File: src/rtl/nqueens_collector_if.sv
// Global register bus as seen by one collector block: strobes, address and data.
interface nqueens_collector_if #(
    parameter int GlobalAddrWidth = 16,
    parameter int GlobalDataWidth = 32
);
    logic                       RD;
    logic                       WR;
    logic [GlobalAddrWidth-1:0] Addr;
    logic [GlobalDataWidth-1:0] DataIn;
    logic [GlobalDataWidth-1:0] DataOut;

    modport master (output RD, WR, Addr, DataIn, input DataOut);
    modport slave  (input RD, WR, Addr, DataIn, output DataOut);
endinterface

File: src/rtl/nqueens_collector.sv
// Captures each full N-queens placement from the node scan ring into a bus-readable FIFO.
// Define NQUEENS_COLLECT_STALL_EN to stall on a full FIFO instead of dropping with sticky overflow.
module nqueens_collector #(
    parameter int IDWIDTH         = 4,
    parameter int NROWS           = 8,
    parameter int DEPTH           = 16,
    parameter int GlobalAddrWidth = 16,
    parameter int GlobalDataWidth = 32,
    // Idle bus value when this block is not addressed; 'z on a true tristate fabric.
    parameter logic [GlobalDataWidth-1:0] GlobalDataHighZ = '0
) (
    input  logic               Clk,
    input  logic               Reset,
    nqueens_collector_if.slave Bus,
    input  logic [IDWIDTH-1:0] Id,
    input  logic               SolveIn,
    input  logic               ExhaustIn,
    input  logic [IDWIDTH-1:0] ScanIn,
    output logic [IDWIDTH-1:0] ScanOut,
    output logic               ScanEnable,
    output logic               ResumeOut
);
    localparam int SolWidth = NROWS * IDWIDTH;
    localparam int PtrWidth = $clog2(DEPTH);
    localparam int CntWidth = $clog2(NROWS) + 1;

    typedef enum logic [2:0] {IDLE, WAIT, SHIFT, PUSH, RESUME, DONE} stateT;

    stateT               state;
    logic [15:0]         solCount;
    logic                overflow;
    logic                done;
    logic [CntWidth-1:0] shiftCnt;
    logic [SolWidth-1:0] capture;
    logic [SolWidth-1:0] mem [DEPTH];
    logic [PtrWidth-1:0] wrPtr;
    logic [PtrWidth-1:0] rdPtr;
    logic [PtrWidth:0]   occ;
    logic                full;
    logic                empty;
    logic                clearWr;
    logic                popRd;
    logic                canPush;
    logic                doPush;
    logic [IDWIDTH-1:0]  offset;
    logic                unusedBits;

    // Only the low IDWIDTH address bits take part in decode, so Id+n wraps.
    assign offset     = Bus.Addr[IDWIDTH-1:0] - Id;
    assign full       = occ == (PtrWidth+1)'(DEPTH);
    assign empty      = occ == '0;
    assign clearWr    = Bus.WR && offset == IDWIDTH'(0);
    assign popRd      = Bus.RD && offset == IDWIDTH'(1) && !empty;
    assign canPush    = !full || popRd;
    assign doPush     = state == PUSH && canPush && !clearWr;
    assign unusedBits = ^{Bus.DataIn, Bus.Addr[GlobalAddrWidth-1:IDWIDTH]};
    assign ScanOut    = ScanEnable ? ScanIn : '0;

    always_comb begin
        Bus.DataOut = GlobalDataHighZ;
        if (Bus.RD) begin
            if (offset == IDWIDTH'(0))
                Bus.DataOut = GlobalDataWidth'(solCount);
            else if (offset == IDWIDTH'(1))
                Bus.DataOut = empty ? '0 : GlobalDataWidth'(mem[rdPtr]);
            else if (offset == IDWIDTH'(2))
                Bus.DataOut = GlobalDataWidth'({overflow, done, full, empty});
        end
    end

    always_ff @(posedge Clk) begin
        if (doPush) mem[wrPtr] <= capture;
    end

    always_ff @(posedge Clk or negedge Reset) begin
        if (!Reset) begin
            state      <= IDLE;
            solCount   <= '0;
            overflow   <= 1'b0;
            done       <= 1'b0;
            ScanEnable <= 1'b0;
            ResumeOut  <= 1'b0;
            shiftCnt   <= '0;
            capture    <= '0;
            wrPtr      <= '0;
            rdPtr      <= '0;
            occ        <= '0;
        end else if (clearWr) begin
            state      <= WAIT;
            solCount   <= '0;
            overflow   <= 1'b0;
            done       <= 1'b0;
            ScanEnable <= 1'b0;
            ResumeOut  <= 1'b0;
            wrPtr      <= '0;
            rdPtr      <= '0;
            occ        <= '0;
        end else begin
            ResumeOut <= 1'b0;
            if (popRd)  rdPtr <= rdPtr + 1'b1;
            if (doPush) wrPtr <= wrPtr + 1'b1;
            occ <= occ + (PtrWidth+1)'(doPush) - (PtrWidth+1)'(popRd);
            case (state)
                WAIT: begin
                    if (ExhaustIn) begin
                        state <= DONE;
                        done  <= 1'b1;
                    end else if (SolveIn) begin
                        state      <= SHIFT;
                        ScanEnable <= 1'b1;
                        shiftCnt   <= '0;
                    end
                end
                SHIFT: begin
                    // First sample ends up in the lowest IDWIDTH bits after NROWS shifts.
                    capture  <= {ScanIn, capture[SolWidth-1:IDWIDTH]};
                    shiftCnt <= shiftCnt + 1'b1;
                    if (shiftCnt == CntWidth'(NROWS - 1)) begin
                        ScanEnable <= 1'b0;
                        state      <= PUSH;
                    end
                end
                PUSH: begin
`ifdef NQUEENS_COLLECT_STALL_EN
                    if (canPush) begin
                        solCount  <= (solCount == 16'hFFFF) ? solCount : solCount + 16'd1;
                        ResumeOut <= 1'b1;
                        state     <= RESUME;
                    end
`else
                    solCount  <= (solCount == 16'hFFFF) ? solCount : solCount + 16'd1;
                    if (!canPush) overflow <= 1'b1;
                    ResumeOut <= 1'b1;
                    state     <= RESUME;
`endif
                end
                RESUME:  state <= WAIT;
                default: state <= state;
            endcase
        end
    end
endmodule

File: src/flat_wrapper.sv
// flat-port wrapper written by rule: the top's interface ports become plain ports
module nqueens_collector_flat 
#(
    parameter int IDWIDTH         = 4,
    parameter int NROWS           = 8,
    parameter int DEPTH           = 16,
    parameter int GlobalAddrWidth = 16,
    parameter int GlobalDataWidth = 32,
                                                                                     
    parameter logic [GlobalDataWidth-1:0] GlobalDataHighZ = '0
)
  (Clk, Reset, Id, SolveIn, ExhaustIn, ScanIn, ScanOut, ScanEnable, ResumeOut, Bus_RD, Bus_WR, Bus_Addr, Bus_DataIn, Bus_DataOut);
  nqueens_collector_if #(.GlobalAddrWidth(GlobalAddrWidth), .GlobalDataWidth(GlobalDataWidth)) Bus_i ();
  input  logic Clk;
  input  logic Reset;
  input  logic [IDWIDTH-1:0] Id;
  input  logic SolveIn;
  input  logic ExhaustIn;
  input  logic [IDWIDTH-1:0] ScanIn;
  output logic [IDWIDTH-1:0] ScanOut;
  output logic ScanEnable;
  output logic ResumeOut;
  input wire logic [$bits(Bus_i.RD)-1:0] Bus_RD;
  input wire logic [$bits(Bus_i.WR)-1:0] Bus_WR;
  input wire logic [$bits(Bus_i.Addr)-1:0] Bus_Addr;
  input wire logic [$bits(Bus_i.DataIn)-1:0] Bus_DataIn;
  output wire logic [$bits(Bus_i.DataOut)-1:0] Bus_DataOut;
  assign Bus_i.RD = Bus_RD;
  assign Bus_i.WR = Bus_WR;
  assign Bus_i.Addr = Bus_Addr;
  assign Bus_i.DataIn = Bus_DataIn;
  assign Bus_DataOut = Bus_i.DataOut;
  nqueens_collector #(.IDWIDTH(IDWIDTH), .NROWS(NROWS), .DEPTH(DEPTH), .GlobalAddrWidth(GlobalAddrWidth), .GlobalDataWidth(GlobalDataWidth), .GlobalDataHighZ(GlobalDataHighZ)) u_core (.Clk(Clk), .Reset(Reset), .Bus(Bus_i), .Id(Id), .SolveIn(SolveIn), .ExhaustIn(ExhaustIn), .ScanIn(ScanIn), .ScanOut(ScanOut), .ScanEnable(ScanEnable), .ResumeOut(ResumeOut));
endmodule
File: config.mk
export PLATFORM = sky130hd
export DESIGN_NAME = nqueens_collector_flat
export DESIGN_NICKNAME = d
export VERILOG_FILES = /design/src/rtl/nqueens_collector_if.sv /design/src/rtl/nqueens_collector.sv /design/src/flat_wrapper.sv
export SDC_FILE = /design/constraint.sdc
export NUM_CORES = 1
export LEC_CHECK = 0
export ABC_AREA = 1
export CAP_MARGIN = 5
export CORE_UTILIZATION = 61
export CTS_CLUSTER_SIZE = 30
export DETAILED_ROUTE_END_ITERATION = 16
export PLACE_DENSITY = 0.89
export RECOVER_POWER = 50
export SLEW_MARGIN = 5
export SYNTH_ARGS = -nofsm -noshare
export SYNTH_HDL_FRONTEND = slang
export SYNTH_SLANG_ARGS = --single-unit
File: constraint.sdc
create_clock -name Clk -period 3.7 [get_ports Clk]
set_input_delay 0.37 -clock Clk [delete_from_list [all_inputs] [get_ports Clk]]
set_output_delay 0.37 -clock Clk [all_outputs]
set_load 0.02 [all_outputs]
==> results by stage <==
Timing:
- The ratio of final minimum period to clock period is 100.7%.
- The actual slew at the worst max-slew pin is about 2.2 ns.
- Setup violations remaining at the end of the flow were counted as 1.
- The final max-slew violation count is between 70 and 80.
- The final clock skew is approximately 0.025 ns.
- In the post-route analysis, the smallest setup slack over all paths is -0.02437 ns.
- For this run, the top clock speed supported by timing is 0.2685 GHz.
- The number of failing hold endpoints at the final stage was 0.
- Measured against its own limit, the worst slew margin works out to -49.55%.
- The time the final worst path needs with I/O delays and setup is 3.724 ns.

Yosys:
- In this run, synthesis produced a sequential element count of 584.
- The leading register cell type out of synthesis is sky130_fd_sc_hd__edfxtp_1.
- Sorting the synthesized cells by area gives the leading types as sky130_fd_sc_hd__edfxtp_1, sky130_fd_sc_hd__dfrtp_1, sky130_fd_sc_hd__nand2_1.
- The synthesized design contains a little over 500 enable-type register cells.
- The fraction of the mapped netlist area in adder cells is 0.9975%.
- The most area-hungry cell type in the Yosys netlist is sky130_fd_sc_hd__edfxtp_1.
- The number of standard cells after synthesis is around 2000.
- The number of warnings reported in the yosys synthesis log is 0.
- The synthesized netlist devotes about a tenth of its cell area to compound gates.
- The total nets after synthesis is roughly 2100.
- The area fraction of the dominant cell type after synthesis is a little under two thirds.
- Of the total synthesized cell area, the portion taken by XOR and XNOR cells is 0.6546%.
- The post-synthesis cell type count is 38.
- The mean instance size in the synthesized netlist is ~12 um2.
- The area share of and/or/nand/nor cells after synthesis is around 14%.
- The largest family of logic cells by synthesized area is simple AND/OR/NAND/NOR gates.
- The sequential element share of the synthesized area is around 71%.
- The mapped netlist covers around 0.024 mm2.
- In the synthesized netlist the async set-or-reset flop fraction comes to between 10% and 20%.
- The multiplexer area fraction after synthesis is 0%.

Worst setup path:
- The data required time at the worst endpoint is 3.33 ns.
- For the worst flop-to-flop path, the logic depth is 14.
- The capture point of the critical path is Bus_DataOut[1].
- By startpoint and endpoint, the worst setup path is classified as in2out.
- The endpoint of the worst-slack reg-to-reg timing path is u_core.occ[4]$_DFF_PN0_.
- The launching instance or port of the critical path is Id[0].
- The maximum fanout count along the critical path is 28.
- The worst register-to-register path begins at u_core.occ[2]$_DFF_PN0_.
- Data arrives at the worst endpoint at roughly 3.4 ns.
- The nature of the critical path endpoint is an output port.
- The sort of element at the start of the critical path is an input port.
- The reg-to-reg setup timing slack is 0.93 ns.

Drt:
- After detailed routing, the total wire length is about 66 mm.
- Summed over all nets, wire length on met2 after detailed routing comes to between 30 and 40 mm.
- For this run, design rule violations remaining after detail routing come to 0.
- Dividing the detail-routed wire length by the instance count gives 24.92 um.
- Before antenna repair, the detailed router went through 8 iterations.
- Wire segments on met3 add up to between 7 and 8 mm in the final route.
- The sum of routed wire segments on met1 is 22.25 mm.
- The number of DRC markers in iteration 0 is 2800.
- The total vias in the final route is 17590.
- The count of nets left with antenna violations once routing finished came out at 0.
- After detailed routing, the number of vias per cell comes to ~6.6.
- The highest signal layer in the routed design is met5.

Run:
- The max-cap check violation count is 1.

Die:
- For this design the top-level I/O count stands at 100.
- The initial standard-cell utilization of the core is 62.03%.
- The floorplan step defined a die boundary enclosing between 0.04 and 0.05 mm2.
- The die extent in y is between 200 and 250 um.
- The floorplan has slightly above 70 rows.
- The core region is 0.03883 mm2.
- The die width is around 200 um.

Global route:
- The number of antenna violations at the first check in global routing is 1.
- The number of global-route vias before repair was 17630.
- The first global-routing pass estimated 98.67 mm of wire.
- The pin count of the biggest net entering global routing is 116.
- The total overflow reported by the global router is 0.
- Global routing consumed, over all layers together, 32.35% of the routing resources.

Placement:
- Prior to clock tree synthesis, the placed netlist has a worst setup slack of 0.05460 ns.
- In this run the cell area measured after placement is 0.02562 mm2.
- The count of buffers inserted at the top-level ports is 55.
- The wire-length estimate of the detail-placed layout is approximately 34 mm.
- The total instance count after detailed placement is around 2600.
- Routability-driven placement finished with a final weighted congestion of 0.8660.

Cells and area:
- The most common cell after layout, fill and taps aside is sky130_fd_sc_hd__edfxtp_1.
- The cell area after layout is between 0.02 and 0.03 mm2.
- In the final design database the tool counted ~2200 nets.
- 0 antenna diodes ended up in the layout.
- Leaving out fill and tap cells, the most frequent cells in the layout are sky130_fd_sc_hd__edfxtp_1, sky130_fd_sc_hd__nand2_1, sky130_fd_sc_hd__nor2_1, sky130_fd_sc_hd__o21ai_0, sky130_fd_sc_hd__nand3_1.
- The fraction of layout instances using a drive strength above 1 is under 10%.
- Leaving out filler cells and counting taps, the final layout contains approximately 2700.
- The area added between synthesis and finish is 14.62%.

Status:
- The run finished, with violations left.
- The final reports fail on capacitance limit, slew limit, setup timing.

Hold path:
- The origin of the worst min-delay path is ScanIn[1].
- The worst hold path was traced through 3 stages.
- The worst min-delay path class is in2reg.

Clock network:
- The number of buffers on the longest clock path is 3.
- The library cell used as clock root buffer is sky130_fd_sc_hd__clkbuf_16.
- For this design, the sink count on the clock tree is 584.
- The later pin in the worst-skew pair is clocked with a latency of 0.60 ns.
- The TritonCTS clock tree is done.
- In this run, post-CTS hold repair placed 0 buffers.
- In this run, CTS created clock tree buffers numbering 54.
- The maximum level of the CTS H-tree is 2.
- The clock-pin slew on the worst setup and hold paths is ~0.060 ns.

Pwr:
- The analysis attributes to cell leakage a power of between 10 and 15 nW.
- The total power of the final layout is roughly 0.021 W.
- The ratio of total power to cell area is 757.0 mW/mm2.
- The worst-case vdd ir drop is just under 0.6 mV.
## kinds of logic (layout without fill, tap and decap cells)
family / Yosys count / in the layout
and+or+nand+nor: 804 / 804
AOI/OAI and AO/OA: 406 / 406
DFF: 584 / 584
adders and majority gates: 18 / 18
buffers and inverters: 208 / 314
xor gates and xnor gates: 18 / 18
## report_power, final
| group | switching, W | total [W] | internal, W |
|---|---|---|---|
| combinational | 0.00383 | 0.00549 | 0.00166 |
| sequential | 0.00110 | 0.00960 | 0.00851 |
| clock | 0.00246 | 0.00580 | 0.00334 |
| total | 0.00739 | 0.0209 | 0.0135 |
## layer usage
| layer | up-vias | global-route usage [%] |
|---|---|---|
| li1 | 7336 | - |
| met1 | 8376 | 40.00 |
| met2 | 1528 | 52.79 |
| met3 | 349 | 6.039 |
| met4 | 2 | 20.99 |
| met5 | - | 0 |
## registers in the layout, indices dropped and copies added (netlist names)
name               flops
u_core.occ             5
u_core.capture        32
u_core.done            1
u_core.overflow        1
u_core.solCount       16
u_core.ScanEnable      1
u_core.rdPtr           4
u_core.shiftCnt        4
u_core.mem           512
u_core.ResumeOut       1
u_core.wrPtr           4
u_core.state           3
## timing repair
action | CTS | global route
buffers inserted | 0 | 2
resized for setup | 3 | 26
gates cloned | 1 | 0
hold endpoints to repair | 0 | 0
pin swaps | 0 | 1
setup endpoints to repair | 4 | 22
## worst min-delay path by stage
stage                                                 end  slack (ns)
after floorplan                u_core.ResumeOut$_DFF_PN0_        0.07
after global placement     u_core.shiftCnt[1]$_DFFE_PN0P_        0.48
after detailed placement   u_core.shiftCnt[1]$_DFFE_PN0P_        0.49
after CTS                 u_core.solCount[12]$_DFFE_PN0P_        0.01
after global routing       u_core.capture[29]$_DFFE_PN0P_        0.44
final                      u_core.capture[29]$_DFFE_PN0P_        0.42
## Yosys cell counts, types with 6 or more instances
cell type	instances
sky130_fd_sc_hd__edfxtp_1	512
sky130_fd_sc_hd__nand2_1	336
sky130_fd_sc_hd__nor2_1	299
sky130_fd_sc_hd__o21ai_0	225
sky130_fd_sc_hd__nand3_1	107
sky130_fd_sc_hd__inv_1	87
sky130_fd_sc_hd__a21oi_1	84
sky130_fd_sc_hd__dfrtp_1	72
sky130_fd_sc_hd__clkbuf_1	64
sky130_fd_sc_hd__o211ai_1	57
sky130_fd_sc_hd__buf_2	37
sky130_fd_sc_hd__nand4_1	24
sky130_fd_sc_hd__ha_1	16
sky130_fd_sc_hd__o221ai_1	16
sky130_fd_sc_hd__o22ai_1	16
sky130_fd_sc_hd__xor2_1	15
sky130_fd_sc_hd__nand3b_1	10
sky130_fd_sc_hd__nor2_2	10
sky130_fd_sc_hd__buf_1	6
sky130_fd_sc_hd__buf_4	6
## through the flow
step	util, %	TNS [ns]	hold slack, ns
4_1_cts	70.89	0	0.01462
2_1_floorplan	-	0	0.07441
3_5_place_dp	65.99	0	0.4881
6_report	71.10	-0.02437	0.4202
3_3_place_gp	65.99	0	0.4833
5_1_grt	71.10	-0.08808	0.4437
## area by class of cell
type | count | area [um2]
Sequential cell | 584 | 17180
Fill cell | 2202 | 11220
Multi-Input combinational cell | 1246 | 6136
Timing Repair Buffer | 120 | 1431
Clock buffer | 64 | 1429
Tap cell | 518 | 648.1
Clock inverter | 38 | 426.7
Inverter | 92 | 352.8
## worst max-delay path: stages
cell,delay (ns)
sky130_fd_sc_hd__clkdlybuf4s50_1,0.49
sky130_fd_sc_hd__ha_1,0.16
sky130_fd_sc_hd__inv_1,0.07
sky130_fd_sc_hd__fa_1,0.38
sky130_fd_sc_hd__xnor2_1,0.24
sky130_fd_sc_hd__nand2_1,0.15
sky130_fd_sc_hd__nor2_4,0.15
sky130_fd_sc_hd__buf_4,0.18
sky130_fd_sc_hd__nand2_4,0.17
sky130_fd_sc_hd__o21ai_0,0.35
sky130_fd_sc_hd__a21oi_1,0.07
sky130_fd_sc_hd__clkdlybuf4s50_1,0.56
Note: power is estimated with default switching activity, not from simulation.
